==> config.mk <==
export PLATFORM = sky130hd
export DESIGN_NAME = pll_lock_ctrl
export DESIGN_NICKNAME = d
export VERILOG_FILES = /design/src/rtl/pll_pkg.sv /design/src/rtl/pll_freq_err.sv /design/src/rtl/pll_lock_ctrl.sv
export SDC_FILE = /design/constraint.sdc
export NUM_CORES = 1
export LEC_CHECK = 0
export BUFFER_PORTS_ARGS = -buffer_cell sky130_fd_sc_hd__buf_4
export CORE_MARGIN = 8
export CORE_UTILIZATION = 59
export DETAILED_ROUTE_END_ITERATION = 8
export PLACE_DENSITY_LB_ADDON = 0.12
export SYNTH_ARGS = -nofsm -noshare
export SYNTH_HDL_FRONTEND = slang
export SYNTH_SLANG_ARGS = --single-unit
==> constraint.sdc <==
create_clock -name refclk -period 2.3 [get_ports refclk]
set_input_delay 0.115 -clock refclk [delete_from_list [all_inputs] [get_ports refclk]]
set_output_delay 0.115 -clock refclk [all_outputs]
set_load 0.01 [all_outputs]
==> src/rtl/pll_pkg.sv <==
// Shared types and constants for the PLL lock controller.
package pll_pkg;

  localparam int unsigned NUM_STAGES  = 15;
  // Nominal DCO gain per code step, in kHz.
  localparam int unsigned KDCO_COARSE = 2000;
  localparam int unsigned KDCO_FINE   = 20;

  localparam logic [7:0] FINE_MID = 8'd128;
  localparam logic [7:0] FINE_MAX = 8'd255;

  typedef enum logic [1:0] {
    UNLOCKED,
    COARSE_FREQ_LOCKED,
    FINE_FREQ_LOCKED,
    PHASE_LOCKED
  } lock_state_t;

  typedef enum logic [1:0] {
    BRAKES_OFF,
    BRAKING,
    RECOVERING
  } brake_state_t;

  function automatic logic [7:0] fine_step(logic [7:0] code, logic up);
    logic [7:0] res;
    res = code;
    if (up) begin
      if (code != FINE_MAX) res = code + 8'd1;
    end else begin
      if (code != 8'd0) res = code - 8'd1;
    end
    return res;
  endfunction

endpackage

==> src/rtl/pll_freq_err.sv <==
// Frequency error fcw - dco_count and its window compares; purely combinational.
module pll_freq_err #(
  parameter int COARSE_TOL = 4,
  parameter int UNLOCK_TOL = 16
) (
  input  logic [11:0] fcw_i,
  input  logic [11:0] dco_count_i,
  output logic        coarse_hi_o,
  output logic        coarse_lo_o,
  output logic        err_pos_o,
  output logic        err_neg_o,
  output logic        loss_o
);

  localparam logic signed [12:0] CoarseTol = 13'(COARSE_TOL);
  localparam logic signed [12:0] UnlockTol = 13'(UNLOCK_TOL);

  logic signed [12:0] err;

  // Positive error means the DCO runs too slow.
  assign err = $signed({1'b0, fcw_i}) - $signed({1'b0, dco_count_i});

  assign coarse_hi_o = err > CoarseTol;
  assign coarse_lo_o = err < -CoarseTol;
  assign err_pos_o   = err > 13'sd0;
  assign err_neg_o   = err < 13'sd0;
  assign loss_o      = (err > UnlockTol) || (err < -UnlockTol);

endmodule

==> src/rtl/pll_lock_ctrl.sv <==
// Digital PLL acquisition controller: coarse search, fine frequency trim,
// phase tracking and loss-of-lock braking/recovery.
module pll_lock_ctrl
  import pll_pkg::*;
#(
  parameter int unsigned NUM_STAGES   = pll_pkg::NUM_STAGES,
  parameter int unsigned LOCK_CNT     = 8,
  parameter int unsigned COARSE_TOL   = 4,
  parameter int unsigned UNLOCK_TOL   = 16,
  parameter int unsigned BRAKE_CYCLES = 16
) (
  input  logic                          refclk,
  input  logic                          reset,
  input  logic                          enable,
  input  logic [11:0]                   fcw,
  input  logic [11:0]                   dco_count,
  input  logic                          count_valid,
  input  logic                          pd_valid,
  input  logic                          pd_early,
  output logic [$clog2(NUM_STAGES)-1:0] coarse_code,
  output logic [7:0]                    fine_code,
  output lock_state_t                   lock_state,
  output brake_state_t                  brake_state,
  output logic                          locked
);

  localparam int unsigned CW   = $clog2(NUM_STAGES);
  localparam int unsigned CntW = $clog2(LOCK_CNT + 1);
  localparam int unsigned BrkW = $clog2(BRAKE_CYCLES + 1);

  localparam logic [CW-1:0]   CoarseMax = CW'(NUM_STAGES - 1);
  localparam logic [CW-1:0]   CoarseRst = CW'(NUM_STAGES / 2);
  localparam logic [CntW-1:0] CntLast   = CntW'(LOCK_CNT - 1);
  localparam logic [CntW-1:0] CntFull   = CntW'(LOCK_CNT);
  localparam logic [BrkW-1:0] BrkLast   = BrkW'(BRAKE_CYCLES - 1);

  logic [CW-1:0]   coarse_q, coarse_d;
  logic [7:0]      fine_q, fine_d;
  lock_state_t     lock_q, lock_d;
  brake_state_t    brake_q, brake_d;
  logic [CntW-1:0] good_q, good_d;
  logic [CntW-1:0] alt_q, alt_d;
  logic [BrkW-1:0] brk_q, brk_d;
  logic            prev_dir_q, prev_dir_d;
  logic            prev_vld_q, prev_vld_d;

  logic coarse_hi, coarse_lo, err_pos, err_neg, err_loss;

  pll_freq_err #(
    .COARSE_TOL(int'(COARSE_TOL)),
    .UNLOCK_TOL(int'(UNLOCK_TOL))
  ) u_freq_err (
    .fcw_i      (fcw),
    .dco_count_i(dco_count),
    .coarse_hi_o(coarse_hi),
    .coarse_lo_o(coarse_lo),
    .err_pos_o  (err_pos),
    .err_neg_o  (err_neg),
    .loss_o     (err_loss)
  );

  always_comb begin
    coarse_d   = coarse_q;
    fine_d     = fine_q;
    lock_d     = lock_q;
    brake_d    = brake_q;
    good_d     = good_q;
    alt_d      = alt_q;
    brk_d      = brk_q;
    prev_dir_d = prev_dir_q;
    prev_vld_d = prev_vld_q;

    if (!enable) begin
      coarse_d   = CoarseRst;
      fine_d     = FINE_MID;
      lock_d     = UNLOCKED;
      brake_d    = BRAKES_OFF;
      good_d     = '0;
      alt_d      = '0;
      brk_d      = '0;
      prev_dir_d = 1'b0;
      prev_vld_d = 1'b0;
    end else if (brake_q == BRAKING) begin
      // Codes frozen and all qualifiers ignored while the brake timer runs.
      if (brk_q == BrkLast) begin
        brake_d = RECOVERING;
        brk_d   = '0;
      end else begin
        brk_d = brk_q + 1'b1;
      end
    end else if (count_valid && err_loss && (lock_q != UNLOCKED)) begin
      lock_d     = UNLOCKED;
      brake_d    = BRAKING;
      good_d     = '0;
      alt_d      = '0;
      brk_d      = '0;
      prev_vld_d = 1'b0;
    end else begin
      unique case (lock_q)
        UNLOCKED: begin
          if (count_valid) begin
            if (coarse_hi) begin
              if (coarse_q != CoarseMax) coarse_d = coarse_q + 1'b1;
              good_d = '0;
            end else if (coarse_lo) begin
              if (coarse_q != '0) coarse_d = coarse_q - 1'b1;
              good_d = '0;
            end else if (good_q == CntLast) begin
              lock_d  = COARSE_FREQ_LOCKED;
              good_d  = '0;
              fine_d  = FINE_MID;
              brake_d = BRAKES_OFF;
            end else begin
              good_d = good_q + 1'b1;
            end
          end
        end
        COARSE_FREQ_LOCKED: begin
          if (count_valid) begin
            if (err_pos || err_neg) begin
              fine_d = fine_step(fine_q, err_pos);
              good_d = '0;
            end else if (good_q == CntLast) begin
              lock_d     = FINE_FREQ_LOCKED;
              good_d     = '0;
              alt_d      = '0;
              prev_vld_d = 1'b0;
            end else begin
              good_d = good_q + 1'b1;
            end
          end
        end
        FINE_FREQ_LOCKED, PHASE_LOCKED: begin
          if (pd_valid) begin
            fine_d = fine_step(fine_q, !pd_early);
            // The first sample after entry has no previous direction to alternate from.
            if (prev_vld_q && (pd_early != prev_dir_q)) begin
              if (alt_q != CntFull) alt_d = alt_q + 1'b1;
              if ((lock_q == FINE_FREQ_LOCKED) && (alt_q == CntLast)) lock_d = PHASE_LOCKED;
            end else begin
              alt_d = '0;
            end
            prev_dir_d = pd_early;
            prev_vld_d = 1'b1;
          end
        end
        default: lock_d = UNLOCKED;
      endcase
    end
  end

  always_ff @(posedge refclk or posedge reset) begin
    if (reset) begin
      coarse_q   <= CoarseRst;
      fine_q     <= FINE_MID;
      lock_q     <= UNLOCKED;
      brake_q    <= BRAKES_OFF;
      good_q     <= '0;
      alt_q      <= '0;
      brk_q      <= '0;
      prev_dir_q <= 1'b0;
      prev_vld_q <= 1'b0;
    end else begin
      coarse_q   <= coarse_d;
      fine_q     <= fine_d;
      lock_q     <= lock_d;
      brake_q    <= brake_d;
      good_q     <= good_d;
      alt_q      <= alt_d;
      brk_q      <= brk_d;
      prev_dir_q <= prev_dir_d;
      prev_vld_q <= prev_vld_d;
    end
  end

  assign coarse_code = coarse_q;
  assign fine_code   = fine_q;
  assign lock_state  = lock_q;
  assign brake_state = brake_q;
  assign locked      = (lock_q == PHASE_LOCKED);

endmodule

=== Word-level counts from Yosys, hierarchy flattened ===
Cells that the tools add are included.

* Output and inout bits: 17
* Input port bits: 30
* Flip-flop bits (word level): 31
* Word-level logic and storage cells: 173

* Reduce and logical (&&, ||, !) cells: 19
* Mux-type cells: 84
* Equal/unequal tests: 47
* Add/sub/neg operators: 8
* $lt $le $gt $ge: 6

{| class="wikitable"
|+ Operators by type and width
! operator !! number
|-
| $mux W8 || 14
|-
| $mux W4 || 27
|-
| $ne A4 B4 Y1 const B || 12
|-
| $mux W2 || 22
|-
| $pmux W8 S3 || 1
|-
| $ne A3 B3 Y1 const B || 7
|-
| $mux W5 || 4
|-
| $ne A4 B1 Y1 const B || 5
|-
| $pmux W4 S2 || 2
|-
| $reduce_and A7 Y1 || 2
|-
| $gt A13 B1 Y1 const B || 1
|-
| $gt A13 B4 Y1 const B || 1
|-
| $gt A13 B6 Y1 const B || 1
|-
| $lt A13 B1 Y1 const B || 1
|-
| $lt A13 B3 Y1 const B || 1
|-
| $lt A13 B5 Y1 const B || 1
|-
| $sub A12 B12 Y13 || 1
|-
| $add A4 B1 Y4 const B || 3
|-
| $mux W1 || 12
|-
| $reduce_and A6 Y1 || 2
|-
| $reduce_and A11 Y1 || 1
|-
| $ne A3 B1 Y1 const B || 3
|-
| $reduce_and A9 Y1 || 1
|-
| $add A8 B1 Y8 const B || 1
|-
| 24 further kinds || 38
|}

=== Depth between registers and ports, before layout ===
Gate-level depths: netlist of the first run.

* Word-level depth: 9
* Depth in mapped cells: 16
* Depth with buffers taken out: 16

=== By module ===
A second synthesis of the first run with hierarchy kept.

* Cell total of the unflattened synthesis: 399
* Area, all modules: 3210.6 µm²

{| class="wikitable"
|+ Modules (own cells, without submodules)
! module !! instances !! cells an instance !! seq. area each (µm²) !! area an instance (µm²)
|-
| pll_lock_ctrl || 1 || 259 || 780.7 || 2219.6
|-
| pll_freq_err || 1 || 140 || 0.0 || 991.0
|}

=== Worst setup path after synthesis of the first run ===
No wires, ideal clock.

* Path kind: input to register
* Start: input port fcw[0]
* End: register coarse_q[3], in the netlist coarse_code[3]
* Cell stages on the path: 16
* Setup slack: -1.037 ns
* Data arrival time: 3.217 ns
* Setup time: 0.120 ns
* Data required time: 2.180 ns
* Buffers on the path: 0
* Path through: inv_1 > ha_1 > fa_1 > nand2b_2 > a211oi_4 > nor2_1 > a221oi_2 > nand3_2 > nor3_1 > or2_2 > ha_1 > a21o_1 > a21oi_1 > xnor2_1 > a21oi_1 > a31o_2

* Word-level cells in the longest chain between the ends: 8
* Elaborated cells on any way between the ends: 19
* Classes of those cells: add/sub: 1; order compare: 4; eq/ne: 4; mux: 6; reduce/logical: 4

{| class="wikitable"
|+ Ends and longest elaborated chain
! item !! RTL line !! RTL
|-
| start, declared || pll_lock_ctrl.sv:15 || <nowiki>input logic [11:0] fcw,</nowiki>
|-
| $sub A12 B12 Y13 (*) || pll_freq_err.sv:21 || <nowiki>assign err = $signed({1'b0, fcw_i}) - $signed({1'b0, dco_count_i});</nowiki>
|-
| $gt A13 B4 Y1 || pll_freq_err.sv:23 || <nowiki>assign coarse_hi_o = err > CoarseTol;</nowiki>
|-
| $mux W4 || pll_lock_ctrl.sv:102 || <nowiki>if (coarse_hi) begin</nowiki>
|-
| $mux W4 || pll_lock_ctrl.sv:101 || <nowiki>if (count_valid) begin</nowiki>
|-
| $mux W4 || pll_lock_ctrl.sv:99 || <nowiki>unique case (lock_q)</nowiki>
|-
| $mux W4 || pll_lock_ctrl.sv:91 || <nowiki>end else if (count_valid && err_loss && (lock_q != UNLOCKED)) begin</nowiki>
|-
| $mux W4 || pll_lock_ctrl.sv:83 || <nowiki>end else if (brake_q == BRAKING) begin</nowiki>
|-
| $mux W4 || pll_lock_ctrl.sv:73 || <nowiki>if (!enable) begin</nowiki>
|-
| end signal, assigned || pll_lock_ctrl.sv:154 || <nowiki>coarse_q <= CoarseRst;</nowiki>
|-
| end signal, assigned || pll_lock_ctrl.sv:164 || <nowiki>coarse_q <= coarse_d;</nowiki>
|-
| end, declared || pll_lock_ctrl.sv:37 || <nowiki>logic [CW-1:0] coarse_q, coarse_d;</nowiki>
|}

Every way passes the cells marked *; elsewhere a longest branch is shown, timed or not. The select of a mux whose other input is x is not followed.
A chain may end at the register's enable or synchronous reset.

=== Final worst setup path of the first run ===
* Start: input port fcw[0]
* End: register good_q[2]

* Word-level cells in the longest chain between the ends: 9
* Elaborated cells on any way between the ends: 24
* Classes of those cells: add/sub: 1; order compare: 6; eq/ne: 3; mux: 9; reduce/logical: 5

{| class="wikitable"
|+ Ends and longest elaborated chain
! item !! RTL line !! RTL
|-
| $sub A12 B12 Y13 (*) || pll_freq_err.sv:21 ||
|-
| $lt A13 B3 Y1 (tied with other cells) || pll_freq_err.sv:24 || <nowiki>assign coarse_lo_o = err < -CoarseTol;</nowiki>
|-
| $mux W4 / $logic_or A1 B1 Y1 (equally long branches) || pll_lock_ctrl.sv:105, pll_lock_ctrl.sv:120 ||
|-
| $mux W4, on equally long branches || pll_lock_ctrl.sv:102, pll_lock_ctrl.sv:120 ||
|-
| $mux W4, on equally long branches || pll_lock_ctrl.sv:101, pll_lock_ctrl.sv:119 ||
|-
| $pmux W4 S2 || pll_lock_ctrl.sv:99 ||
|-
| $mux W4 || pll_lock_ctrl.sv:91 ||
|-
| $mux W4 || pll_lock_ctrl.sv:83 ||
|-
| $mux W4 || pll_lock_ctrl.sv:73 ||
|-
| end signal, assigned || pll_lock_ctrl.sv:168 || <nowiki>good_q <= good_d;</nowiki>
|-
| end, declared || pll_lock_ctrl.sv:41 || <nowiki>logic [CntW-1:0] good_q, good_d;</nowiki>
|}

Marked as above.

==> impl_results.rst, run 1 <==
.. list-table::
   :header-rows: 1

   * - Metric
     - Value
   * - Result of the run
     - complete, but fails checks
   * - Violated checks
     - negative setup slack
   * - Height of the die
     - 91.8 µm
   * - Post-route core utilization
     - 86.4%
   * - Worst path bufs/invs
     - 5
   * - Flop and latch count out of synthesis
     - 31
   * - Number of vias after detailed routing
     - 3985
   * - Startpoint of the worst-slack reg-to-reg timing path
     - good_q[0]$_DFFE_PP0P_
   * - Starting DRC count in detailed routing
     - 378
   * - Rows
     - 27
   * - Share of the synthesized area in the top cell type
     - 19.9%
   * - Number of top-level design ports
     - 47
   * - Die area
     - 0.00842 mm²
   * - Total instance count after detailed placement
     - 596
   * - Maximum fanout along the worst path
     - 5
   * - Number of pins with negative max-slew slack in the final report
     - 0
   * - GP Congestion
     - 0.912
   * - Antenna-violating nets left
     - 0
   * - Portion of total power attributed to the clock network
     - 19.5%
   * - Sequential Power Share
     - 24.2%
   * - Count of input and output buffers
     - 46
   * - Synth area leader
     - sky130_fd_sc_hd__dfrtp_1
   * - Worst min-delay path startpoint
     - enable
   * - CTS tree
     - yes
   * - Core area
     - 0.00554 mm²
   * - Post-layout worst setup margin
     - -744 ps
   * - Via count of the first global-routing pass
     - 3945
   * - Final routed wire length divided by cell count
     - 18.2 µm
   * - Final Skew
     - 11.6 ps
   * - Top cells by area in the synthesized netlist
     - sky130_fd_sc_hd__dfrtp_1 20%, sky130_fd_sc_hd__ha_1 7.8%, sky130_fd_sc_hd__nand2_1 5.6%
   * - Worst-Margin Slew
     - 583 ps
   * - Pin count of the biggest net entering global routing
     - 25
   * - Post-route insts no fill
     - 615
   * - Leading register cell type out of synthesis
     - sky130_fd_sc_hd__dfrtp_1
   * - Netlist area before placement
     - 0.00339 mm²
   * - CTS Buf Count
     - 5
   * - Reported net switching power
     - 1.19 mW
   * - Worst-path cell chain
     - buf_8, inv_8, ha_4, fa_2, nand2b_4, a211oi_4, nor2_2, a221oi_2, nor4b_2, buf_4, nand4_1, nor2b_4, buf_6, o21ai_4, buf_6, a22o_1, a31o_2
   * - Switch share
     - 41.2%
   * - Die extent in x
     - 91.8 µm
   * - Final critical-path required period
     - 3040 ps
   * - Max-slew headroom at the worst pin
     - 61.1%
   * - Share of async-settable or async-resettable flops after synthesis
     - 100%
   * - Initial Utilization
     - 61.2%
   * - DRT Pass-1 Iters
     - 5
   * - Post-placement cell area
     - 0.00438 mm²
   * - Part of the power in combinational logic
     - 56.3%
   * - Number of enable-type register cells in the synthesized netlist
     - 0
   * - Required time of the worst setup path
     - 2480 ps
   * - Overall power of the completed layout
     - 2.88 mW
   * - Tightest Hold Check Type
     - input port to flip-flop
   * - Maximum clock insertion buffer count
     - 2
   * - Clock tree root driver cell
     - sky130_fd_sc_hd__clkbuf_8
   * - H-Tree Level Count
     - 2
   * - Remaining Overflow, GRT
     - 0
   * - Syn Inst Count
     - 427
   * - Number of DRC violations after detailed routing
     - 0
   * - Maximum clock frequency
     - 329 MHz
   * - Static Leak
     - 2.26 nW
   * - Critical path class
     - input port to flip-flop
   * - Portion of the clock cycle consumed by the worst path in the final layout
     - 132%
   * - Design area
     - 0.00479 mm²
   * - Clock transition at the register clock pins on the worst setup and hold paths after CTS
     - 80 ps
   * - Mean area per synthesized cell
     - 7.94 µm²
   * - Critical Path Source Type
     - input port
   * - Number of antenna violations at the first check in global routing
     - 0
   * - Tightest hold margin
     - 135 ps
   * - Worst path max stage delay
     - 360 ps
   * - Via-per-instance ratio
     - 6.48
   * - DPL Wire Length
     - 7.54 mm
   * - Overall global routing resource usage
     - 23.8%
   * - Area added between synthesis and finish
     - 41.4%
   * - Most frequent CP cell
     - sky130_fd_sc_hd__buf_6
   * - Detailed Route WL
     - 11.2 mm
   * - Kind of end point of the critical path
     - flip-flop
   * - Max-capacitance violation count
     - 0
   * - RSZ-0062 raised after global routing
     - true
   * - Critical Path Slowest Stage Cell
     - sky130_fd_sc_hd__a221oi_2
   * - Total nets after synthesis
     - 480
   * - Number of warning messages in the yosys log
     - 0
   * - ANT cells
     - 0
   * - Final setup fails
     - 31
   * - Endpoint arrival time on the critical path
     - 3220 ps
   * - Sinks on the clock net
     - 31
   * - Clk Latency, worst-skew pair
     - 300 ps
   * - Post-synthesis sequential area ratio
     - 23.0%
   * - Kind of cell with the highest combined delay on the critical path
     - compound AO/OA/AOI/OAI gates
   * - Synth cell types
     - 75
   * - Power per standard cell area
     - 602 mW/mm²
   * - Sum of negative setup slack
     - -18340 ps
   * - Final hold viol count
     - 0
   * - Internal Power
     - 1.70 mW
   * - Ratio of cells with drive above 1 in the final layout
     - 37.2%
   * - Highest ir drop seen on vdd
     - 0.434 mV
   * - Launch point of the worst path
     - fcw[0]
   * - Number of nets in the final layout
     - 595
   * - Fill cell count
     - 302
   * - Worst-case setup slack after placement
     - -1020 ps
   * - Global-route wire length before repair
     - 17.2 mm
[path summary, 6_finish.rpt]
kind                       depth (start not counted)                          to  slack, ps
max                                               17       good_q[2]$_DFFE_PP0P_       -740
min                                                2  coarse_code[1]$_DFFE_PP1P_        130
max reg2reg                                        7        alt_q[0]$_DFFE_PP0P_         50
min reg2reg                                        1        brk_q[4]$_DFFE_PP0P_        500
max in group asynchronous                          4  coarse_code[0]$_DFFE_PP1P_       1290
min in group asynchronous                          3    fine_code[0]$_DFFE_PP0P_        340
[power groups by stage]
stage / sequential, mW / combinational, mW / clock (mW)
after CTS: 0.689 / 1.49 / 0.556
after global placement: 0.693 / 1.36 / 0
after global routing: 0.706 / 1.74 / 0.587
after detailed placement: 0.697 / 1.41 / 0
after floorplan: 0.695 / 0.880 / 0
final: 0.697 / 1.62 / 0.562
[layout make-up]
cell class	instances	area, µm²	share of cell area, %
Timing Repair Buffer	131	1020	21.4
Inverter	26	105	2.19
Multi-Input combinational cell	347	2680	55.9
Clock buffer	5	68.8	1.44
Tap cell	72	90.1	1.88
Sequential cell	31	781	16.3
Clock inverter	3	43.8	0.914
[per-layer routing]
layer / vias up / GRT usage (%) / share of wire [%]
met3: 46 / 3.99 / 6.8
li1: 1802 / - / -
met2: 207 / 42.0 / 51
met1: 1930 / 27.8 / 39
met4: 0 / 10.2 / 3.8
met5: - / 0 / 0
[cells in the final DEF (no fill, tap or decap), drive strengths merged, types with 9 or more instances in the layout]
master / n
xnor2: 14
ha: 21
nor4: 11
and3: 9
nand3: 18
o21ai: 22
dfrtp: 27
a211oi: 10
mux2i: 13
a21oi: 13
buf: 130
inv: 26
nand2: 51
nor2: 37
[registers in the layout, indices dropped and copies added, names as in the netlist]
signal       flops
alt_q            4
brake_state      2
brk_q            5
coarse_code      4
fine_code        8
good_q           4
lock_state       2
prev_dir_q       1
prev_vld_q       1
[synth_stat cells, types with 10 or more instances]
| cell | number |
|---|---|
| sky130_fd_sc_hd__ha_1 | 21 |
| sky130_fd_sc_hd__dfrtp_1 | 27 |
| sky130_fd_sc_hd__nor4_1 | 10 |
| sky130_fd_sc_hd__nand2_1 | 51 |
| sky130_fd_sc_hd__nor2_1 | 37 |
| sky130_fd_sc_hd__inv_1 | 26 |
| sky130_fd_sc_hd__nand3_1 | 17 |
| sky130_fd_sc_hd__xnor2_1 | 14 |
| sky130_fd_sc_hd__o21ai_0 | 21 |
| sky130_fd_sc_hd__a21oi_1 | 12 |
| sky130_fd_sc_hd__mux2i_1 | 13 |
| sky130_fd_sc_hd__clkbuf_1 | 18 |
[kinds of logic after synthesis]
| family | synth area share, % |
|---|---|
| simple gates | 26.5 |
| mux | 5.28 |
| xor+xnor | 4.91 |
| compound gates | 25.6 |
| buf+inv | 5.80 |
| flops | 23.0 |
| fa+ha+maj | 8.94 |
[worst reg2reg max path: stages, from the launching register on]
cell,delay [ps]
sky130_fd_sc_hd__dfrtp_1,390
sky130_fd_sc_hd__ha_1,240
sky130_fd_sc_hd__nor3b_1,330
sky130_fd_sc_hd__buf_4,200
sky130_fd_sc_hd__nor4b_4,250
sky130_fd_sc_hd__o31ai_4,130
sky130_fd_sc_hd__a221o_1,340
sky130_fd_sc_hd__mux2_4,260
[repair_timing]
item	CTS	global route
endpoints found under the setup margin	31	31
pin swaps	8	17
buffers inserted	9	4
hold buffers	1	0
gates resized for setup	20	24
hold endpoints to repair	6	0
(Power assumes the default switching activity.)
==> run 2: changes to the inputs <==
--- a/config.mk
+++ b/config.mk
@@ -9,7 +9,9 @@
 export CORE_MARGIN = 8
 export CORE_UTILIZATION = 59
 export DETAILED_ROUTE_END_ITERATION = 8
-export PLACE_DENSITY_LB_ADDON = 0.12
+export PLACE_DENSITY = 0.89
+export SKIP_CTS_REPAIR_TIMING = 1
+export SKIP_LAST_GASP = 1
 export SYNTH_ARGS = -nofsm -noshare
 export SYNTH_HDL_FRONTEND = slang
 export SYNTH_SLANG_ARGS = --single-unit
==> run 2 against run 1 <==
Against the previous run:
- the run still ends with negative setup slack left
- setup slack worse by 81 ps
- via count up 0.20%
- critical path depth down 2
- die area unchanged
- non-clock buffer count down 6
- clock skew down 4.1 ps
- worst hold slack better by 9.4 ps
- combinational power about the same
- first-iteration DRC count down 1.9%
- maximum frequency down 2.6%
- critical endpoint is now fine_code[0]$_DFFE_PP0P_
- largest cell class unchanged
==> impl_results.rst, run 2 (same netlist as run 1, synthesis figures left out) <==
.. list-table::
   :header-rows: 1

   * - Metric
     - Value
   * - Final setup fails
     - 31 (unchanged)
   * - Number of antenna violations at the first check in global routing
     - 0 (unchanged)
   * - Core area
     - 0.00554 mm² (unchanged)
   * - Most frequent CP cell
     - sky130_fd_sc_hd__buf_4
   * - Via count of the first global-routing pass
     - 3704 (-6.1%)
   * - Final routed wire length divided by cell count
     - 18.4 µm (+1.2%)
   * - Tightest hold margin
     - 144 ps (+9.40 ps)
   * - Starting DRC count in detailed routing
     - 371 (-1.9%)
   * - Max-slew headroom at the worst pin
     - 61.2% (+0.11 points)
   * - Endpoint arrival time on the critical path
     - 3310 ps (+90 ps)
   * - FF-to-FF path depth
     - 9 (+2)
   * - Clock transition at the register clock pins on the worst setup and hold paths after CTS
     - 70 ps (about the same)
   * - DPL Wire Length
     - 7.60 mm (+0.83%)
   * - Count of input and output buffers
     - 46 (unchanged)
   * - Final critical-path required period
     - 3120 ps (+81.0 ps)
   * - Max-capacitance violation count
     - 0 (unchanged)
   * - Critical Path Stages
     - 15 (-2)
   * - CTS Buf Count
     - 5 (unchanged)
   * - Worst-Margin Slew
     - 581 ps (-1.66 ps)
   * - GP Congestion
     - 0.907 (-0.53%)
   * - Rows
     - 27 (unchanged)
   * - Total instance count after detailed placement
     - 593 (-0.50%)
   * - Fill cell count
     - 300 (-0.66%)
   * - Reg-to-Reg End
     - fine_code[0]$_DFFE_PP0P_
   * - CTS tree
     - yes
   * - Result of the run
     - complete, but fails checks
   * - Ratio of cells with drive above 1 in the final layout
     - 36.7% (-0.52 points)
   * - Multi-input combinational cell area
     - 0.00270 mm² (+0.89%)
   * - RSZ-0062 raised after global routing
     - true
   * - Startpoint of the worst-slack reg-to-reg timing path
     - good_q[1]$_DFFE_PP0P_
   * - Violated checks
     - negative setup slack
   * - Overall global routing resource usage
     - 22.7% (-1.2 points)
   * - Critical path class
     - input port to flip-flop
   * - Number of top-level design ports
     - 47 (unchanged)
   * - Clk Latency, worst-skew pair
     - 290 ps (about the same)
   * - Detailed Route WL
     - 11.2 mm (+0.23%)
   * - Remaining Overflow, GRT
     - 0 (unchanged)
   * - Worst path bufs/invs
     - 4 (-1)
   * - Hold-critical path depth
     - 2 (unchanged)
   * - Highest ir drop seen on vdd
     - 0.391 mV (-9.8%)
   * - ANT cells
     - 0 (unchanged)
   * - Worst path max stage delay
     - 390 ps (+30 ps)
   * - Worst min-delay path startpoint
     - enable
   * - DRT Pass-1 Iters
     - 4 (-1)
   * - Initial Utilization
     - 61.2% (unchanged)
   * - Maximum clock insertion buffer count
     - 2 (unchanged)
   * - Number of pins with negative max-slew slack in the final report
     - 0 (unchanged)
   * - Die area
     - 0.00842 mm² (unchanged)
   * - Switch share
     - 42.9% (+1.8 points)
   * - Most frequent cells in the layout
     - 118 x sky130_fd_sc_hd__buf_4, 49 x sky130_fd_sc_hd__nand2_1, 34 x sky130_fd_sc_hd__nor2_1
   * - Design area
     - 0.00473 mm² (-1.2%)
   * - Portion of the clock cycle consumed by the worst path in the final layout
     - 136% (+3.5 points)
   * - Portion of total power attributed to the clock network
     - 16.0% (-3.5 points)
   * - Post-placement cell area
     - 0.00436 mm² (-0.51%)
   * - Worst-path cell chain
     - buf_8, inv_8, ha_4, fa_2, nand2b_4, a211oi_4, nor2_2, a221oi_4, nand3_2, o311ai_0, o31a_1, nand4_1, buf_4, buf_4, o32ai_1
   * - Power per standard cell area
     - 585 mW/mm² (-2.8%)
   * - Clock tree root driver cell
     - sky130_fd_sc_hd__clkbuf_8
   * - Via-per-instance ratio
     - 6.56 (+1.2%)
   * - Maximum clock frequency
     - 320 MHz (-2.6%)
   * - Critical Path Source Type
     - input port
   * - Leading cell type in the layout, fill and taps excluded
     - sky130_fd_sc_hd__buf_4
   * - R2r setup slk
     - -290 ps (-340 ps)
   * - Kind of end point of the critical path
     - flip-flop
   * - Required time of the worst setup path
     - 2490 ps (about the same)
   * - Largest register FFs
     - 8 (unchanged)
   * - Kind of cell with the highest combined delay on the critical path
     - compound AO/OA/AOI/OAI gates
   * - Combined flip-flop and latch cell area
     - 781 µm² (unchanged)
   * - Maximum fanout along the worst path
     - 5 (unchanged)
   * - Pin count of the biggest net entering global routing
     - 32 (+28%)
   * - Height of the die
     - 91.8 µm (unchanged)
   * - Number of nets in the final layout
     - 589 (-1.0%)
   * - Post-layout worst setup margin
     - -825 ps (-81.0 ps)
   * - Die extent in x
     - 91.8 µm (unchanged)
   * - Number of vias after detailed routing
     - 3993 (+0.20%)
   * - Part of the power in combinational logic
     - 58.7% (+2.4 points)
   * - Area added between synthesis and finish
     - 39.7%
   * - Static Leak
     - 2.22 nW (-1.5%)
   * - Tightest Hold Check Type
     - input port to flip-flop
   * - Final Skew
     - 7.49 ps (-4.07 ps)
   * - Critical Path Slowest Stage Cell
     - sky130_fd_sc_hd__o311ai_0
   * - Final hold viol count
     - 0 (unchanged)
   * - Worst hold endpoint
     - coarse_code[0]$_DFFE_PP1P_
   * - Number of DRC violations after detailed routing
     - 0 (unchanged)
   * - Sequential Power Share
     - 25.2% (+1.0 points)
   * - Post-route insts no fill
     - 609 (-0.98%)
   * - Global-route wire length before repair
     - 16.2 mm (-5.9%)
   * - Internal Power
     - 1.58 mW (-6.9%)
   * - Sinks on the clock net
     - 31 (unchanged)
   * - Reported net switching power
     - 1.19 mW (+0.21%)
   * - Antenna-violating nets left
     - 0 (unchanged)
   * - H-Tree Level Count
     - 2 (unchanged)
## run 2: changes by cell type in the layout (fill, tap and decap cells not counted), moves of 2 or more
cell                         change
sky130_fd_sc_hd__buf_4           -3
sky130_fd_sc_hd__buf_6           -3
sky130_fd_sc_hd__nor4_2          -3
sky130_fd_sc_hd__o21ai_2         +3
sky130_fd_sc_hd__clkinvlp_4      +2
sky130_fd_sc_hd__nand2_1         -2
sky130_fd_sc_hd__nand2_2         +2
sky130_fd_sc_hd__nor4_1          +2
sky130_fd_sc_hd__nor4b_2         -2
sky130_fd_sc_hd__o21ai_0         -2
sky130_fd_sc_hd__o311ai_0        +2
## run 2: stage by stage
stage / util (%) / power [mW] / setup TNS [ps] / worst slack, ps
6_report: 85.4 / 2.77 / -19520 / -825
5_1_grt: 85.4 / 2.90 / -22920 / -930
4_1_cts: 80.3 / 2.54 / -19210 / -752
3_5_place_dp: 78.7 / 2.10 / -28490 / -1050
3_3_place_gp: 78.7 / 2.04 / -23880 / -946
2_1_floorplan: - / 1.57 / -12570 / -665
## run 2: power by group through the flow
stage | combinational (mW) | clock, mW | sequential [mW]
floorplan | 0.880 | 0 | 0.695
global placement | 1.35 | 0 | 0.687
detailed placement | 1.41 | 0 | 0.692
CTS | 1.42 | 0.440 | 0.684
global route | 1.73 | 0.460 | 0.705
finish | 1.63 | 0.444 | 0.698
## run 2: how the worst max path moves through the flow
stage / start / to / slack (ps)
2_1_floorplan: fcw[0] / alt_q[0]$_DFFE_PP0P_ / -660
3_3_place_gp: fcw[0] / alt_q[0]$_DFFE_PP0P_ / -950
3_5_place_dp: fcw[0] / alt_q[0]$_DFFE_PP0P_ / -1050
4_1_cts: fcw[0] / alt_q[0]$_DFFE_PP0P_ / -750
5_1_grt: fcw[0] / coarse_code[3]$_DFFE_PP0P_ / -930
6_report: fcw[0] / fine_code[0]$_DFFE_PP0P_ / -820
## run 2: cell type report
type / count / area share [%]
clock buffer: 5 / 1.45
clock inverter: 3 / 0.423
inverter: 26 / 2.22
multi-input combinational: 347 / 57.1
sequential: 31 / 16.5
tap: 72 / 1.90
timing repair buffer: 125 / 20.4
## run 2: metal layers
layer	wire length (µm)	vias to the layer above	GRT usage, %
li1	-	1793	-
met1	4160	1897	23.7
met2	5790	238	42.1
met3	741	65	3.91
met4	518	0	12.3
met5	0	-	0
